## config.mk

```make
export PLATFORM = sky130hd
export DESIGN_NAME = dco_shadowed
export DESIGN_NICKNAME = d
export VERILOG_FILES = /design/src/rtl/dco_shadowed.sv
export SDC_FILE = /design/constraint.sdc
export NUM_CORES = 1
export LEC_CHECK = 0
export CORE_MARGIN = 3
export CORE_UTILIZATION = 53
export DETAILED_ROUTE_END_ITERATION = 7
export GPL_ROUTABILITY_DRIVEN = 0
export PLACE_DENSITY = 0.91
export SKIP_LAST_GASP = 1
export SYNTH_ARGS = -nofsm -noshare
export SYNTH_HDL_FRONTEND = slang
export SYNTH_SLANG_ARGS = --single-unit
export TNS_END_PERCENT = 1
```

## constraint.sdc

```tcl
create_clock -name clk -period 5.75 [get_ports clk]
set_input_delay 0.575 -clock clk [delete_from_list [all_inputs] [get_ports clk]]
set_output_delay 0.575 -clock clk [all_outputs]
set_load 0.005 [all_outputs]
```

## src/rtl/dco_shadowed.sv

```systemverilog
// dco_shadowed: fully registered digitally controlled oscillator.
// Divides clk into a period of maxVal+1 cycles with a high time of duty
// cycles. Period/duty are shadowed and only take effect at period
// boundaries, so a write mid-period never truncates or stretches it.
// Optional feature: define DCO_ONESHOT_EN to add the oneShot input, which
// stops the oscillator after a single period per en assertion.
module dco_shadowed #(
  parameter int W = 8
) (
  input  logic         clk,
  input  logic         reset,
  input  logic         en,
  input  logic [W-1:0] maxVal,
  input  logic [W-1:0] duty,
`ifdef DCO_ONESHOT_EN
  input  logic         oneShot,
`endif
  output logic         osc,
  output logic         sop,
  output logic [W-1:0] phase,
  output logic         busy
);

  typedef enum logic [1:0] {
    IDLE = 2'd0,
    RUN  = 2'd1,
    DONE = 2'd2
  } state_e;

  state_e       state_q, state_d;
  logic [W-1:0] phase_q, phase_d;
  logic [W-1:0] per_q,   per_d;
  logic [W-1:0] duty_q,  duty_d;
  logic         osc_q,   osc_d;
  logic         sop_q,   sop_d;
  logic         busy_q,  busy_d;

  // phase+1 kept one bit wider so the high-time compare never aliases at wrap
  logic [W:0]   phase_inc;
  logic         wrap;
  logic         one_shot;

  assign phase_inc = {1'b0, phase_q} + (W+1)'(1);
  assign wrap      = (phase_q == per_q);

`ifdef DCO_ONESHOT_EN
  assign one_shot = oneShot;
`else
  assign one_shot = 1'b0;
`endif

  // State register: every output is taken straight from these flops
  always_ff @(posedge clk or posedge reset) begin
    if (reset) begin
      state_q <= IDLE;
      phase_q <= '0;
      per_q   <= '0;
      duty_q  <= '0;
      osc_q   <= 1'b0;
      sop_q   <= 1'b0;
      busy_q  <= 1'b0;
    end else begin
      state_q <= state_d;
      phase_q <= phase_d;
      per_q   <= per_d;
      duty_q  <= duty_d;
      osc_q   <= osc_d;
      sop_q   <= sop_d;
      busy_q  <= busy_d;
    end
  end

  // Next-state and registered-output logic
  always_comb begin
    state_d = state_q;
    phase_d = '0;
    per_d   = per_q;
    duty_d  = duty_q;
    osc_d   = 1'b0;
    sop_d   = 1'b0;
    busy_d  = 1'b0;

    unique case (state_q)
      IDLE: begin
        // shadows track the inputs while stopped
        per_d  = maxVal;
        duty_d = duty;
        if (en) begin
          state_d = RUN;
          sop_d   = 1'b1;
          osc_d   = (duty != '0);
          busy_d  = 1'b1;
        end
      end

      RUN: begin
        if (!en) begin
          // abort immediately, no attempt to finish the period
          state_d = IDLE;
        end else if (wrap) begin
          // settings present on the wrap edge are the ones that take effect
          per_d  = maxVal;
          duty_d = duty;
          if (one_shot) begin
            state_d = DONE;
          end else begin
            sop_d  = 1'b1;
            osc_d  = (duty != '0);
            busy_d = 1'b1;
          end
        end else begin
          phase_d = phase_inc[W-1:0];
          osc_d   = (phase_inc < {1'b0, duty_q});
          busy_d  = 1'b1;
        end
      end

      DONE: begin
        per_d  = maxVal;
        duty_d = duty;
        if (!en) state_d = IDLE;
      end

      default: begin
        state_d = IDLE;
      end
    endcase
  end

  assign osc   = osc_q;
  assign sop   = sop_q;
  assign phase = phase_q;
  assign busy  = busy_q;

endmodule

```

; Word level (Yosys, flattened, before mapping)
; Cells that the tools add are included.
; Widths: inputs -> output; s select.
[word_totals]
regBits = 29
inputBits = 19
word_cells = 45
[classes]
magnitude_cmp = 1
n_eq_ne = 7
mux = 21
add_sub_neg = 1
reduce_logical = 8
[op_table]
columns = cell, n
row1 = $mux 8, 7
row2 = $pmux 8 s2, 2
row3 = $add 8x1->9 const B, 1
row4 = $lt 9x8->1, 1
row5 = $eq 8x8->1, 1
row6 = $ne 2x2->1 const B, 4
row7 = $reduce_bool 8->1, 1
row8 = $mux 1, 7
row9 = $reduce_or 2->1, 3
row10 = $mux 2, 2
row11 = $pmux 1 s2, 2
row12 = $pmux 2 s2, 1
row13 = $reduce_and 3->1, 1
row14 = $eq 2x1->1 const B, 1
row15 = $eq 2x2->1 const B, 1
row16 = $logic_not 2->1, 1
row17 = $reduce_and 2->1, 1
row18 = $reduce_bool 2->1, 1

; Logic depth before layout (Yosys ltp)
[logic_depth]
depth_word = 5
mapped_depth = 10
depth_no_buf = 10

; Least setup slack after synthesis
; OpenSTA, ideal clock, no wires.
[synth_path]
path_type = reg2reg
startpoint = register phase_q[0], in the netlist phase[0]
endpoint = register osc_q, in the netlist osc
period_less_slack_ps = 2073
stages_incl_launch_ff = 11
setup_ps = 79
t_required_ps = 5671
path_buffers = 0
path_slack_ps = 3677
t_arrival_ps = 1993
cell_sequence = dfrtp_1 ha_1 nand3_1 nor2_1 xor2_1 ha_1 nand3_1 nand2_1 a211o_1 a41o_1 mux2i_1
[synth_between]
elab_chain_len = 5
[synth_rtl]
columns = element, line_no
row1 = "start, declared", 31  ; logic [W-1:0] phase_q, phase_d;
row2 = "start signal, assigned", 64  ; phase_q <= phase_d;
row3 = $add 8x1->9, 43  ; assign phase_inc = {1'b0, phase_q} + (W+1)'(1);
row4 = $lt 9x8->1, 113  ; osc_d = (phase_inc < {1'b0, duty_q});
row5 = $mux 1 (*), 100  ; end else if (wrap) begin
row6 = $mux 1 (*), 97  ; if (!en) begin
row7 = $pmux 1 s2 (*), 83  ; unique case (state_q)
row8 = net osc_d, 34  ; logic osc_q, osc_d;
row9 = "end signal, assigned", 67  ; osc_q <= osc_d;
row10 = "end, declared", 34
; Mark *: on every way through the listed nets, which the timed path passes. The rest lies on a longest branch.
; A chain may end at the register's enable or synchronous reset.

; Worst setup path in the final report
; Same ends and word-level chain as after synthesis.

==> results.sh <==
export IMPL_outcome="complete, no violations"
export IMPL_synth_nets=146
export IMPL_required_ns=6.02
export IMPL_antenna_found_initial=0
export IMPL_p_leak_nw=0.867
export IMPL_cts_resized=0
export IMPL_dp_cells=173
export IMPL_seq_area_sq_um=701
export IMPL_power_mw=0.702
export IMPL_antenna_cells=0
export IMPL_fin_setup_tns_ns=0
export IMPL_use_met2_pct=29.4
export IMPL_wire_per_inst_um=15.9
export IMPL_hold_buffers=0
export IMPL_fin_worst_skew_ns=0.0105
export IMPL_portBuffers=29
export IMPL_powerDensity_nw_per_um2=399
export IMPL_placed_cell_area_sq_um=1710
export IMPL_worst_ep_arrival_time_ns=2.70
export IMPL_timing_slew_headroom_pct=29.5
export IMPL_track_usage_pct=18.6
export IMPL_fill_cells=155
export IMPL_final_util_pct=74.6
export IMPL_place_hpwl_um=2120
export IMPL_areaGrowthSynthToFinish_pct=25.8
export IMPL_grt_met3_usage_pct=4.75
export IMPL_htreeDepth=1
export IMPL_die_x_um=57.4
export IMPL_viasPerCell=5.73
export IMPL_final_area_sq_um=1760
export IMPL_yosysUniqueCellTypes=23
export IMPL_yosys_warnings=0
export IMPL_cts_tree="yes"
export IMPL_cts_sinks=28
export IMPL_ant_nets=0
export IMPL_fin_crit_sh_pct=42.2
export IMPL_crit_fanout=7
export IMPL_tightest_slew_ns=1.06
export IMPL_hold_class="reg2reg"
export IMPL_cts_buffer_depth=2
export IMPL_cts_root_buf="clkbuf_4"
export IMPL_place_ws_ns=3.21
export IMPL_worstSetupPathType="reg2reg"
export IMPL_grt_pass1_vias=983
export IMPL_initialDrtViolationCount=40
export IMPL_ys_seq_area_share_pct=50.1
export IMPL_die_height_um=57.4
export IMPL_dieArea_sq_um=3290
export IMPL_final_nets=178
export IMPL_clock_latency_ns=0.34
export IMPL_syn_cell_area_sq_um=1400
export IMPL_syn_instance_count=118
export IMPL_gr_total_overflow=0
export IMPL_drive_gt1_share_pct=14.1
export IMPL_firstDrtPassIters=4
export IMPL_cap_violations=0
export IMPL_ir_worst_vdd_uv=281
export IMPL_finalSetupViolCount=0
export IMPL_cts_buffers=3
export IMPL_maxSlewViolCount=0
export IMPL_use_met1_pct=22.9
export IMPL_row_count=17
export IMPL_core_sq_um=2360
export IMPL_post_cts_buffers=0
export IMPL_grt_first_pass_wirelength_um=4560
export IMPL_finalWorstSetupSlack_ns=3.32
export IMPL_ios=30
export IMPL_final_cells=177
export IMPL_synth_seq_cells=28
export IMPL_rsz0062_at_grt="no"
export IMPL_crit_path_end_kind="flip-flop"
export IMPL_holdWs_ns=0.524
export IMPL_hold_viol=0
export IMPL_min_period_ns=2.43
export IMPL_grt_max_degree=29
export IMPL_drt_total_wl_um=2810
export IMPL_start_kind="flip-flop"
export IMPL_grt_most_used_layer="met2"
export IMPL_clkTransAtPathRegs_ns=0.15
export IMPL_max_freq_ghz=0.412
export IMPL_vias=1015
export IMPL_drc=0
export IMPL_syn_avg_cell_area_sq_um=11.9
export IMPL_multi_input_area_sq_um=644
export IMPL_start_util_pct=59.2
-- final timing paths --
kind	end	depth (start not counted)	slack, ns	from
min	duty_q[3]	1	0.52	duty_q[3]
max in group asynchronous	phase[2]	2	4.34	reset
min in group asynchronous	per_q[0]	2	0.77	reset
min reg2reg	duty_q[3]	1	0.52	duty_q[3]
max	osc	10	3.32	phase[0]
max reg2reg	osc	10	3.32	phase[0]
-- layout by cell type (no fill, tap or decap), drive strengths merged --
| cell type | n |
|---|---|
| nand4 | 1 |
| a21boi | 1 |
| ha | 9 |
| o21ai | 2 |
| mux2 | 16 |
| a21o | 1 |
| mux2i | 1 |
| nor4 | 2 |
| dfrtp | 28 |
| clkbuf | 3 |
| xnor2 | 3 |
| a41o | 1 |
| clkdlybuf4s50 | 29 |
| inv | 10 |
| a211o | 1 |
| bufinv | 1 |
| nand2 | 4 |
| nor2 | 7 |
| or4 | 2 |
| a21oi | 3 |
| xor2 | 12 |
| and3 | 7 |
| nand3 | 5 |
-- power by group --
group | internal [mW] | switching [mW]
Combinational | 0.144 | 0.112
Sequential | 0.267 | 0.0503
Clock | 0.0706 | 0.0593
-- kinds of logic (layout without fill, tap and decap cells) --
family | after synthesis | count (layout) | share of synthesized area [%]
DFF | 28 | 28 | 50.1
and+or+nand+nor | 28 | 28 | 10.8
muxes | 17 | 17 | 13.6
xor gates and xnor gates | 15 | 15 | 9.39
buffers and inverters | 12 | 43 | 3.85
adders and majority gates | 9 | 9 | 8.05
AOI/OAI and AO/OA | 9 | 9 | 4.20
-- flip-flops by register name (all words and copies together), names as in the netlist --
register  flops
duty_q        8
sop           1
busy          1
state_q       1
osc           1
phase         8
per_q         8
-- routing by layer --
| metal | wire (um) | part of all wire, % |
|---|---|---|
| met1 | 1160 | 41 |
| met2 | 1440 | 51 |
| met3 | 153 | 5.4 |
| met4 | 65 | 2.3 |
| met5 | 0 | 0 |
-- cells in the mapped netlist (all sizes together) --
master	count	share of area [%]
nand2	4	1.1
a21o	1	0.54
a21boi	1	0.54
nand3	5	1.8
a21oi	3	1.1
a41o	1	0.72
mux2	16	13
nor4	2	0.89
inv	10	2.7
ha	9	8.1
or4	2	1.1
mux2i	1	0.72
xor2	12	7.5
dfrtp	28	50
nand4	1	0.45
xnor2	3	1.9
nor2	7	2.4
and3	7	3.1
a211o	1	0.63
buf	2	1.2
o21ai	2	0.72
-- area by class of cell --
type,instances,share of cell area (%)
Tap cell,28,1.99
Clock buffer,3,1.28
Multi-Input combinational cell,78,36.6
Sequential cell,28,39.8
Timing Repair Buffer,29,16.5
Clock inverter,1,1.71
Inverter,10,2.13
-- critical path, stage by stage (launching register included) --
cell and delay (ns):
dfrtp_1 0.52, ha_1 0.24, nand3_1 0.16, nor2_1 0.18
xor2_1 0.24, ha_1 0.29, nand3_1 0.07, nand2_1 0.06
a211o_1 0.26, a41o_1 0.20, mux2i_1 0.14
Power figures use the tool's default switching activity.
